## src/rtl/spi_rx_target.sv

```systemverilog
// -----------------------------------------------------------------------------
// spi_rx_target
//
// SPI mode-0 target (receive-only) endpoint. The external SPI pins are
// oversampled on the system clock, serial bits are assembled into words, and
// each completed word is offered to downstream logic on a valid/ready
// interface. It is used as the loop-back receiver for the ILI9341 command
// path and as a debug capture port.
//
// Parameters:
//   DATA_W      - bits per word (bit counter is clog2(DATA_W)+1 wide)
//   SYNC_STAGES - synchronizer depth on every SPI pin, legal range 2..4
//   MSB_FIRST   - 1: first received bit lands in rx_data[DATA_W-1]
//                 0: first received bit lands in rx_data[0]
//
// Optional feature (macro SPI_RX_DC_EN):
//   Adds input spi_dc and output rx_dc. The data/command flag is sampled on
//   the last bit of each word and travels with rx_data through the same
//   holding register, hold and overrun rules.
//
// Ports:
//   clk         in   system clock, at least 4x the spi_sclk frequency
//   rst         in   synchronous active-high reset
//   spi_sclk    in   asynchronous SPI clock, idles low
//   spi_cs_n    in   asynchronous chip select, active low
//   spi_mosi    in   asynchronous serial data, sampled on sclk rising edge
//   spi_dc      in   (SPI_RX_DC_EN only) asynchronous data/command flag
//   rx_data     out  last completed word, stable while rx_valid is high
//   rx_dc       out  (SPI_RX_DC_EN only) flag belonging to rx_data
//   rx_valid    out  a word is waiting in the holding register
//   rx_ready    in   consumer takes the word when rx_valid & rx_ready
//   frame_start out  one-cycle pulse on synchronized cs_n falling edge
//   frame_err   out  one-cycle pulse when cs_n rises with a partial word
//   overrun     out  sticky: a word completed while the holding reg was full
//   ovr_clr     in   single-cycle clear of overrun
// -----------------------------------------------------------------------------
module spi_rx_target #(
    parameter int DATA_W      = 8,
    parameter int SYNC_STAGES = 2,
    parameter bit MSB_FIRST   = 1'b1
) (
    input  logic              clk,
    input  logic              rst,
    input  logic              spi_sclk,
    input  logic              spi_cs_n,
    input  logic              spi_mosi,
`ifdef SPI_RX_DC_EN
    input  logic              spi_dc,
    output logic              rx_dc,
`endif
    output logic [DATA_W-1:0] rx_data,
    output logic              rx_valid,
    input  logic              rx_ready,
    output logic              frame_start,
    output logic              frame_err,
    output logic              overrun,
    input  logic              ovr_clr
);

    localparam int CNT_W = $clog2(DATA_W) + 1;
    localparam logic [CNT_W-1:0] LAST_BIT = CNT_W'(DATA_W - 1);

    typedef enum logic [1:0] {
        IDLE,
        SHIFT,
        COMMIT
    } state_t;

    // Synchronizer chains, one per pin; the top bit is the synchronized value.
    logic [SYNC_STAGES-1:0] sclkSync_q;
    logic [SYNC_STAGES-1:0] csSync_q;
    logic [SYNC_STAGES-1:0] mosiSync_q;
    logic                   sclkSynced;
    logic                   csSynced;
    logic                   mosiSynced;

    // Edge detection and the data bit that goes with each sclk edge.
    logic sclkPrev_q;
    logic csPrev_q;
    logic sclkRise_q;
    logic csFall_q;
    logic csRise_q;
    logic mosiSample_q;

    // Receive state machine.
    state_t            state_q;
    state_t            state_d;
    logic [DATA_W-1:0] shift_q;
    logic [DATA_W-1:0] shift_d;
    logic [CNT_W-1:0]  bitCnt_q;
    logic [CNT_W-1:0]  bitCnt_d;
    logic              frameStart_q;
    logic              frameStart_d;
    logic              frameErr_q;
    logic              frameErr_d;

    // Holding register and handshake.
    logic [DATA_W-1:0] rxData_q;
    logic              rxValid_q;
    logic              overrun_q;
    logic              commit;
    logic              loadWord;
    logic              ovrEvent;

`ifdef SPI_RX_DC_EN
    logic [SYNC_STAGES-1:0] dcSync_q;
    logic                   dcSynced;
    logic                   dcSample_q;
    logic                   dcWord_q;
    logic                   rxDc_q;
`endif

    assign sclkSynced = sclkSync_q[SYNC_STAGES-1];
    assign csSynced   = csSync_q[SYNC_STAGES-1];
    assign mosiSynced = mosiSync_q[SYNC_STAGES-1];

    // Pin synchronizers. Reset loads the idle levels of the bus so that a
    // reset never manufactures a false cs_n or sclk edge.
    always_ff @(posedge clk) begin
        if (rst) begin
            sclkSync_q <= '0;
            csSync_q   <= '1;
            mosiSync_q <= '0;
        end else begin
            sclkSync_q <= {sclkSync_q[SYNC_STAGES-2:0], spi_sclk};
            csSync_q   <= {csSync_q[SYNC_STAGES-2:0], spi_cs_n};
            mosiSync_q <= {mosiSync_q[SYNC_STAGES-2:0], spi_mosi};
        end
    end

    // Edge detectors on the synchronized pins. The edge pulses are registered
    // together with the matching mosi value, so the state machine always sees
    // a bit and its strobe in the same cycle.
    always_ff @(posedge clk) begin
        if (rst) begin
            sclkPrev_q   <= 1'b0;
            csPrev_q     <= 1'b1;
            sclkRise_q   <= 1'b0;
            csFall_q     <= 1'b0;
            csRise_q     <= 1'b0;
            mosiSample_q <= 1'b0;
        end else begin
            sclkPrev_q   <= sclkSynced;
            csPrev_q     <= csSynced;
            sclkRise_q   <= sclkSynced & ~sclkPrev_q;
            csFall_q     <= ~csSynced & csPrev_q;
            csRise_q     <= csSynced & ~csPrev_q;
            mosiSample_q <= mosiSynced;
        end
    end

    // State register for the receive FSM, including the registered frame
    // pulses so that frame_start and frame_err are glitch-free outputs.
    always_ff @(posedge clk) begin
        if (rst) begin
            state_q      <= IDLE;
            shift_q      <= '0;
            bitCnt_q     <= '0;
            frameStart_q <= 1'b0;
            frameErr_q   <= 1'b0;
        end else begin
            state_q      <= state_d;
            shift_q      <= shift_d;
            bitCnt_q     <= bitCnt_d;
            frameStart_q <= frameStart_d;
            frameErr_q   <= frameErr_d;
        end
    end

    // Next-state logic. A cs_n rise in SHIFT takes priority over an sclk
    // edge: once the target is deselected nothing more belongs to the word.
    // COMMIT lasts one cycle and decides from the live cs_n level whether the
    // frame continues, which also swallows a cs_n rise landing in COMMIT.
    always_comb begin
        state_d      = state_q;
        shift_d      = shift_q;
        bitCnt_d     = bitCnt_q;
        frameStart_d = 1'b0;
        frameErr_d   = 1'b0;

        unique case (state_q)
            IDLE: begin
                if (csFall_q) begin
                    frameStart_d = 1'b1;
                    bitCnt_d     = '0;
                    shift_d      = '0;
                    state_d      = SHIFT;
                end
            end
            SHIFT: begin
                if (csRise_q) begin
                    frameErr_d = (bitCnt_q != '0);
                    bitCnt_d   = '0;
                    shift_d    = '0;
                    state_d    = IDLE;
                end else if (sclkRise_q) begin
                    if (MSB_FIRST) begin
                        shift_d = {shift_q[DATA_W-2:0], mosiSample_q};
                    end else begin
                        shift_d = {mosiSample_q, shift_q[DATA_W-1:1]};
                    end
                    bitCnt_d = bitCnt_q + CNT_W'(1);
                    if (bitCnt_q == LAST_BIT) begin
                        state_d = COMMIT;
                    end
                end
            end
            COMMIT: begin
                bitCnt_d = '0;
                state_d  = csSynced ? IDLE : SHIFT;
            end
            default: begin
                state_d = IDLE;
            end
        endcase
    end

    assign commit   = (state_q == COMMIT);
    assign loadWord = commit & (~rxValid_q | rx_ready);
    assign ovrEvent = commit & rxValid_q & ~rx_ready;

    // Holding register. A commit is accepted when the register is empty or
    // is being emptied in the same cycle; otherwise the new word is dropped
    // and overrun records the loss. A new overrun event beats ovr_clr.
    always_ff @(posedge clk) begin
        if (rst) begin
            rxData_q  <= '0;
            rxValid_q <= 1'b0;
            overrun_q <= 1'b0;
        end else begin
            if (loadWord) begin
                rxData_q  <= shift_q;
                rxValid_q <= 1'b1;
            end else if (!commit && rxValid_q && rx_ready) begin
                rxValid_q <= 1'b0;
            end
            overrun_q <= ovrEvent | (overrun_q & ~ovr_clr);
        end
    end

`ifdef SPI_RX_DC_EN
    assign dcSynced = dcSync_q[SYNC_STAGES-1];

    // Data/command flag path. The flag is sampled alongside mosi; the value
    // captured on the last sclk rise of a word is the one kept, because every
    // bit overwrites the previous capture. It then follows rx_data exactly.
    always_ff @(posedge clk) begin
        if (rst) begin
            dcSync_q   <= '0;
            dcSample_q <= 1'b0;
            dcWord_q   <= 1'b0;
            rxDc_q     <= 1'b0;
        end else begin
            dcSync_q   <= {dcSync_q[SYNC_STAGES-2:0], spi_dc};
            dcSample_q <= dcSynced;
            if (state_q == SHIFT && sclkRise_q && !csRise_q) begin
                dcWord_q <= dcSample_q;
            end
            if (loadWord) begin
                rxDc_q <= dcWord_q;
            end
        end
    end

    assign rx_dc = rxDc_q;
`endif

    assign rx_data     = rxData_q;
    assign rx_valid    = rxValid_q;
    assign frame_start = frameStart_q;
    assign frame_err   = frameErr_q;
    assign overrun     = overrun_q;

endmodule

```

## config.mk

```make
export PLATFORM = sky130hd
export DESIGN_NAME = spi_rx_target
export DESIGN_NICKNAME = d
export VERILOG_FILES = /design/src/rtl/spi_rx_target.sv
export SDC_FILE = /design/constraint.sdc
export NUM_CORES = 1
export LEC_CHECK = 0
export ABC_CLOCK_PERIOD_IN_PS = 1200
export BUFFER_PORTS_ARGS = -buffer_cell sky130_fd_sc_hd__buf_2
export CORE_ASPECT_RATIO = 0.7
export CORE_MARGIN = 4
export CORE_UTILIZATION = 49
export DETAILED_ROUTE_END_ITERATION = 16
export PLACE_DENSITY = 0.72
export SKIP_CTS_REPAIR_TIMING = 1
export SLEW_MARGIN = 5
export SYNTH_ARGS = -nofsm -noshare
export SYNTH_HDL_FRONTEND = slang
export SYNTH_SLANG_ARGS = --single-unit
```

## constraint.sdc

```tcl
create_clock -name clk -period 1.2 [get_ports clk]
set_clock_uncertainty 0.1 [all_clocks]
set_input_delay 0.06 -clock clk [delete_from_list [all_inputs] [get_ports clk]]
set_output_delay 0.06 -clock clk [all_outputs]
set_load 0.02 [all_outputs]
```

## Yosys cells after proc, flatten, opt, wreduce, memory -nomap -nowiden

Index checks and enable logic that the tools add are counted.

| operators by class | value |
|---|---|
| $add $sub $neg | 1 |
| eq/ne operators | 6 |
| multiplexer cells | 17 |
| bitwise gates (word level) | 18 |
| reduce and logical (&&, ||, !) cells | 13 |

Operator list:

| operator | count |
|---|---|
| 8-bit two-way mux | 3 |
| 8-bit case mux with 2 select lines | 1 |
| 4-bit two-way mux | 3 |
| 4-bit case mux with 3 select lines | 1 |
| 1-bit NOT | 9 |
| 3-bit AND reduction | 3 |
| 2-bit two-way mux | 4 |
| 1-bit AND | 7 |
| 3-bit inequality test (second input constant) | 2 |
| 2-bit case mux with 3 select lines | 1 |
| 4-bit by 1-bit adder with 4-bit output (second input constant) | 1 |
| 4-bit by 3-bit == test with 1-bit output (second input constant) | 1 |
| 1-bit two-way mux | 4 |
| 2-bit nonzero test | 2 |
| 4-bit nonzero test | 1 |
| 3-bit nonzero test | 1 |
| 3-bit OR reduction | 1 |
| 2-bit by 1-bit == test with 1-bit output (second input constant) | 1 |
| 2-bit == test (second input constant) | 1 |
| 1-bit logical AND | 2 |
| 2-bit zero test | 1 |
| 2-bit inequality test (second input constant) | 1 |
| 1-bit OR | 2 |
| 2-bit OR reduction | 1 |
| 1-bit zero test | 1 |

| storage, ports and cells | value |
|---|---|
| register bits after elaboration | 38 |
| input port bits | 7 |
| output and inout bits | 12 |

## Longest topological paths before layout

| depth | value |
|---|---|
| depth after elaboration | 6 |
| gate-level depth with buffers | 6 |

## Worst setup path after synthesis

Ideal clock, no wire load.

| timing path | value |
|---|---|
| path type | reg-to-reg |
| start | reg state_q[0] |
| end | reg rxData_q[5], in the netlist rx_data[5] |
| setup time | 0.128 ns |
| arrival time | 1.069 ns |
| data required time | 0.972 ns |
| setup slack | -0.096 ns |
| cell stages (with the launch flop) | 7 |
| buffers on the path | 2 |
| period minus slack after synthesis | 1.296 ns |
| path through | dfxtp_1 > buf_6 > nand2b_1 > nand2b_1 > buf_4 > mux2i_1 > nor2_1 |

| between the ends | value |
|---|---|
| word-level cells in the longest chain between the ends | 2 |

RTL lines:

| what | RTL line | RTL |
|---|---|---|
| start, declared | 86 | `state_t state_q;` |
| start signal, assigned | 162 | `state_q <= state_d;` |
| 2-bit == test | 218 | `assign commit = (state_q == COMMIT);` |
| 1-bit AND | 219 | `assign loadWord = commit & (~rxValid_q \| rx_ready);` |
| end signal, assigned | 232 | `rxData_q <= shift_q;` |
| end, declared | 98 | `logic [DATA_W-1:0] rxData_q;` |

Every way passes these cells.
A chain may end at the register's enable or synchronous reset.

## Worst setup path after layout

| timing path | value |
|---|---|
| start | reg state_q[0] |
| end | reg shift_q[7] |

| between the ends | value |
|---|---|
| word-level cells in the longest chain between the ends | 3 |
| elaborated cells between the ends (all ways) | 7 |
| those cells by class | eq/ne: 3; mux: 1; reduce/logical: 3 |

RTL lines:

| what | RTL line | RTL |
|---|---|---|
| 2-bit by 1-bit == test with 1-bit output or 2-bit zero test (tied branches) | 181 | `unique case (state_q)` |
| 3-bit inequality test (no source line), or another cell as far along | - |  |
| 3-bit AND reduction (no source line) | - |  |
| end signal, assigned | 163 | `shift_q <= shift_d;` |
| end, declared | 88 | `logic [DATA_W-1:0] shift_q;` |

Several ways; a longest one is shown, not always the timed one.

==> summary.md <==
| Metric | Value |
|---|---|
| Status | complete, but fails checks |
| Failing checks | negative setup slack |
| Net switching power | 540 uW |
| Post-Syn Instances | 146 |
| Worst Path Required | 1320 ps |
| Post-route clock period utilization | 105% |
| H-tree Lvls | 2 |
| Combinational share of power | 5.5% |
| Compound-Gate Fraction of Synth Area | 8.97% |
| ANT nets after route | 0 |
| Slew Limit Fails | 0 |
| Most used flip-flop cell after synthesis | dfxtp_1 |
| GRT Residual Overflow | 0 |
| Core region area | 0.00278 sq mm |
| CTS tree | done |
| Die X-Extent | 72.4 um |
| Final setup fails | 21 |
| Clock sink total | 38 |
| Crit-path max FO | 8 |
| Peak VDD IR | 0.762 mV |
| Switching share of total power | 23.1% |
| Avg Cell Area, Syn | 9.74 sq um |
| Post-placement cell count | 209 |
| Synth Area in Simple Gates | 23.7% |
| Nets | 198 |
| Clock slew at reported path FFs | 80 ps |
| Nature of the critical path startpoint | flop |
| Cell internal pwr | 1800 uW |
| RSZ-0062 raised after global routing | yes |
| Total Power | 2340 uW |
| Vias in the first global route | 955 |
| XOR/XNOR Fraction of Synth Area | 0% |
| Final Hold Violating Endpoints | 0 |
| Final min period | 1260 ps |
| Adder-cell area share of the yosys netlist | 1.76% |
| Relative slew slack | 84.0% |
| Post-synth EDFFs | 0 |
| Crit path capture type | flop |
| CTS Buf Count | 5 |
| Worst-Skew Late Latency | 290 ps |
| Total track usage | 15.5% |
| Final worst setup slack | -55.5 ps |
| Initial Util | 51.1% |
| Syn Nets | 155 |
| Crit path DAT | 1380 ps |
| Netlist Area Pre-Place | 0.00142 sq mm |
| Die area | 0.00384 sq mm |
| Synthesized flop and latch total | 38 |
| Crit Path Class | reg -> reg |
| Hold slack | 41.4 ps |
| Non-Filler Instances | 226 |
| Routability congestion estimate | 0.837 |
| LEAKAGE | 0.000857 uW |
| Fill count | 203 |
| Die Ht | 53.1 um |
| Vias per cell | 5.06 |
| Sequential-to-total area share from yosys stat | 53.5% |
| Layout cell share with drive strength beyond 1 | 39.5% |
| Unique cell type count in the Yosys netlist | 30 |
| Max clock buf depth | 2 |
| Largest net degree at the start of global routing | 19 |
| Final WL | 3.03 mm |
| First-pass DRT Iterations | 4 |
| Post-DP HPWL | 1.94 mm |
| Antenna cells | 0 |
| Yosys warns | 0 |
| DR iter-0 viols | 66 |
| Max-cap violations | 0 |
| Num rows | 16 |
| Multiplexer share of the synthesized area | 7.74% |
| DRC Markers | 0 |
| Input/output buffers | 18 |
| I/O pin count | 19 |
| First-pass GRT wire length | 4.43 mm |
| Min-delay worst type | in -> reg |
| Root Buffer | clkbuf_8 |
| Post-place setup slack | -111 ps |
| Slew of the pin with the lowest slew margin | 239 ps |
| Vias post-DR | 1144 |
| Pwr/cell area | 1200 mW/mm^2 |
| Area Growth Syn to Fin | 36.5% |
| Largest family of logic cells by synthesized area | simple AND/OR/NAND/NOR gates |
| Initial antenna violation count | 0 |
| Register share of total power | 54.9% |
| Drt wl/cell | 13.4 um |
| Max frequency | 0.797 GHz |
| Ys async rst share | 0% |
| Final TNS setup | -622 ps |
| Clock share of power | 39.5% |
==> routing by layer <==
layer  GRT usage (%)  routed length (um)  vias to the layer above
li1                -                   -                      576
met1            20.8                1510                      535
met2            22.4                1330                       30
met3            5.12                 172                        3
met4            7.06                  18                        0
met5               0                   0                        -
==> stage by stage <==
stage / area, sq um / utilization (%)
after global placement: 1650 / 59.4
final: 1940 / 69.8
after CTS: 1750 / 62.8
after detailed placement: 1650 / 59.4
after floorplan: 1450 / -
after global routing: 1940 / 69.8
==> sequential cells by signal (all words and copies together), names as in the netlist <==
| signal | count |
|---|---|
| rx_data | 8 |
| shift_q | 8 |
| bitCnt_q | 4 |
| csSync_q | 2 |
| mosiSync_q | 2 |
| sclkSync_q | 2 |
| state_q | 2 |
| csFall_q | 1 |
| csPrev_q | 1 |
| csRise_q | 1 |
| frame_err | 1 |
| frame_start | 1 |
| mosiSample_q | 1 |
| overrun | 1 |
| rx_valid | 1 |
| sclkPrev_q | 1 |
| sclkRise_q | 1 |
==> power groups by stage <==
stage                     clock network (uW)  registers [uW]  logic (uW)
after global routing                     985            1290         142
final                                    925            1280         129
after detailed placement                   0            1320        96.0
after CTS                                933            1290        96.6
after global placement                     0            1320        91.8
after floorplan                            0            1310        63.1
==> area by class of cell <==
| type | instances | area, sq um | share of cell area (%) |
|---|---|---|---|
| flip-flops and latches | 38 | 773 | 39.8 |
| repair buffers | 41 | 290 | 14.9 |
| multi-input cells | 97 | 716 | 36.9 |
| inverters | 6 | 22.5 | 1.16 |
| clock inverters | 2 | 12.5 | 0.644 |
| clock buffers | 6 | 82.6 | 4.25 |
| well taps | 36 | 45.0 | 2.32 |
==> path summary, 6_finish.rpt <==
kind | from | end | slack, ps | cells past startpoint
worst max-delay path | state_q[0] | shift_q[7] | -60 | 5
worst min-delay path | rst | bitCnt_q[1] | 40 | 3
worst max register to register | state_q[0] | shift_q[7] | -60 | 5
worst min register to register | sclkPrev_q | sclkRise_q | 300 | 1
==> logic make-up after synthesis <==
group / Yosys count
AOI/OAI and AO/OA: 18
adders and majority gates: 2
buffers and inverters: 12
DFF: 38
muxes: 11
and+or+nand+nor: 65
==> worst max-delay path, stage by stage, from the launching register on <==
cell	delay, ps
dfxtp_4	390
buf_4	150
o221ai_2	190
buf_6	160
nand2_1	60
a21oi_1	140
==> Yosys cell counts, drive strengths merged (2+ instances only) <==
library cell | number | area share [%]
nor2b | 7 | 3.1
nor4 | 2 | 0.88
mux2i | 11 | 7.7
ha | 2 | 1.8
clkbuf | 2 | 0.53
dfxtp | 38 | 53
nand2 | 12 | 3.2
or2 | 3 | 1.3
nand3 | 8 | 2.8
a21oi | 11 | 3.9
and3 | 2 | 0.88
buf | 4 | 2.2
nor2 | 17 | 5.0
nand2b | 10 | 4.6
inv | 6 | 1.6
==> placed cells by master, fill, tap and decap left out, types with 3 or more instances in the layout <==
| master | Yosys | final |
|---|---|---|
| nor2b_1 | 7 | 7 |
| mux2i_1 | 11 | 11 |
| nand3_1 | 8 | 7 |
| nand2_1 | 12 | 10 |
| clkbuf_8 | 0 | 6 |
| buf_6 | 1 | 4 |
| buf_4 | 2 | 14 |
| dlygate4sd3_1 | 0 | 5 |
| dfxtp_2 | 0 | 4 |
| or2_2 | 3 | 3 |
| nor2_1 | 16 | 14 |
| buf_2 | 1 | 18 |
| nand2b_1 | 9 | 5 |
| nand2b_4 | 0 | 5 |
| dfxtp_1 | 38 | 32 |
| nor2_4 | 1 | 3 |
| a21oi_1 | 11 | 9 |
| inv_1 | 6 | 6 |
Power figures use the tool's default switching activity.
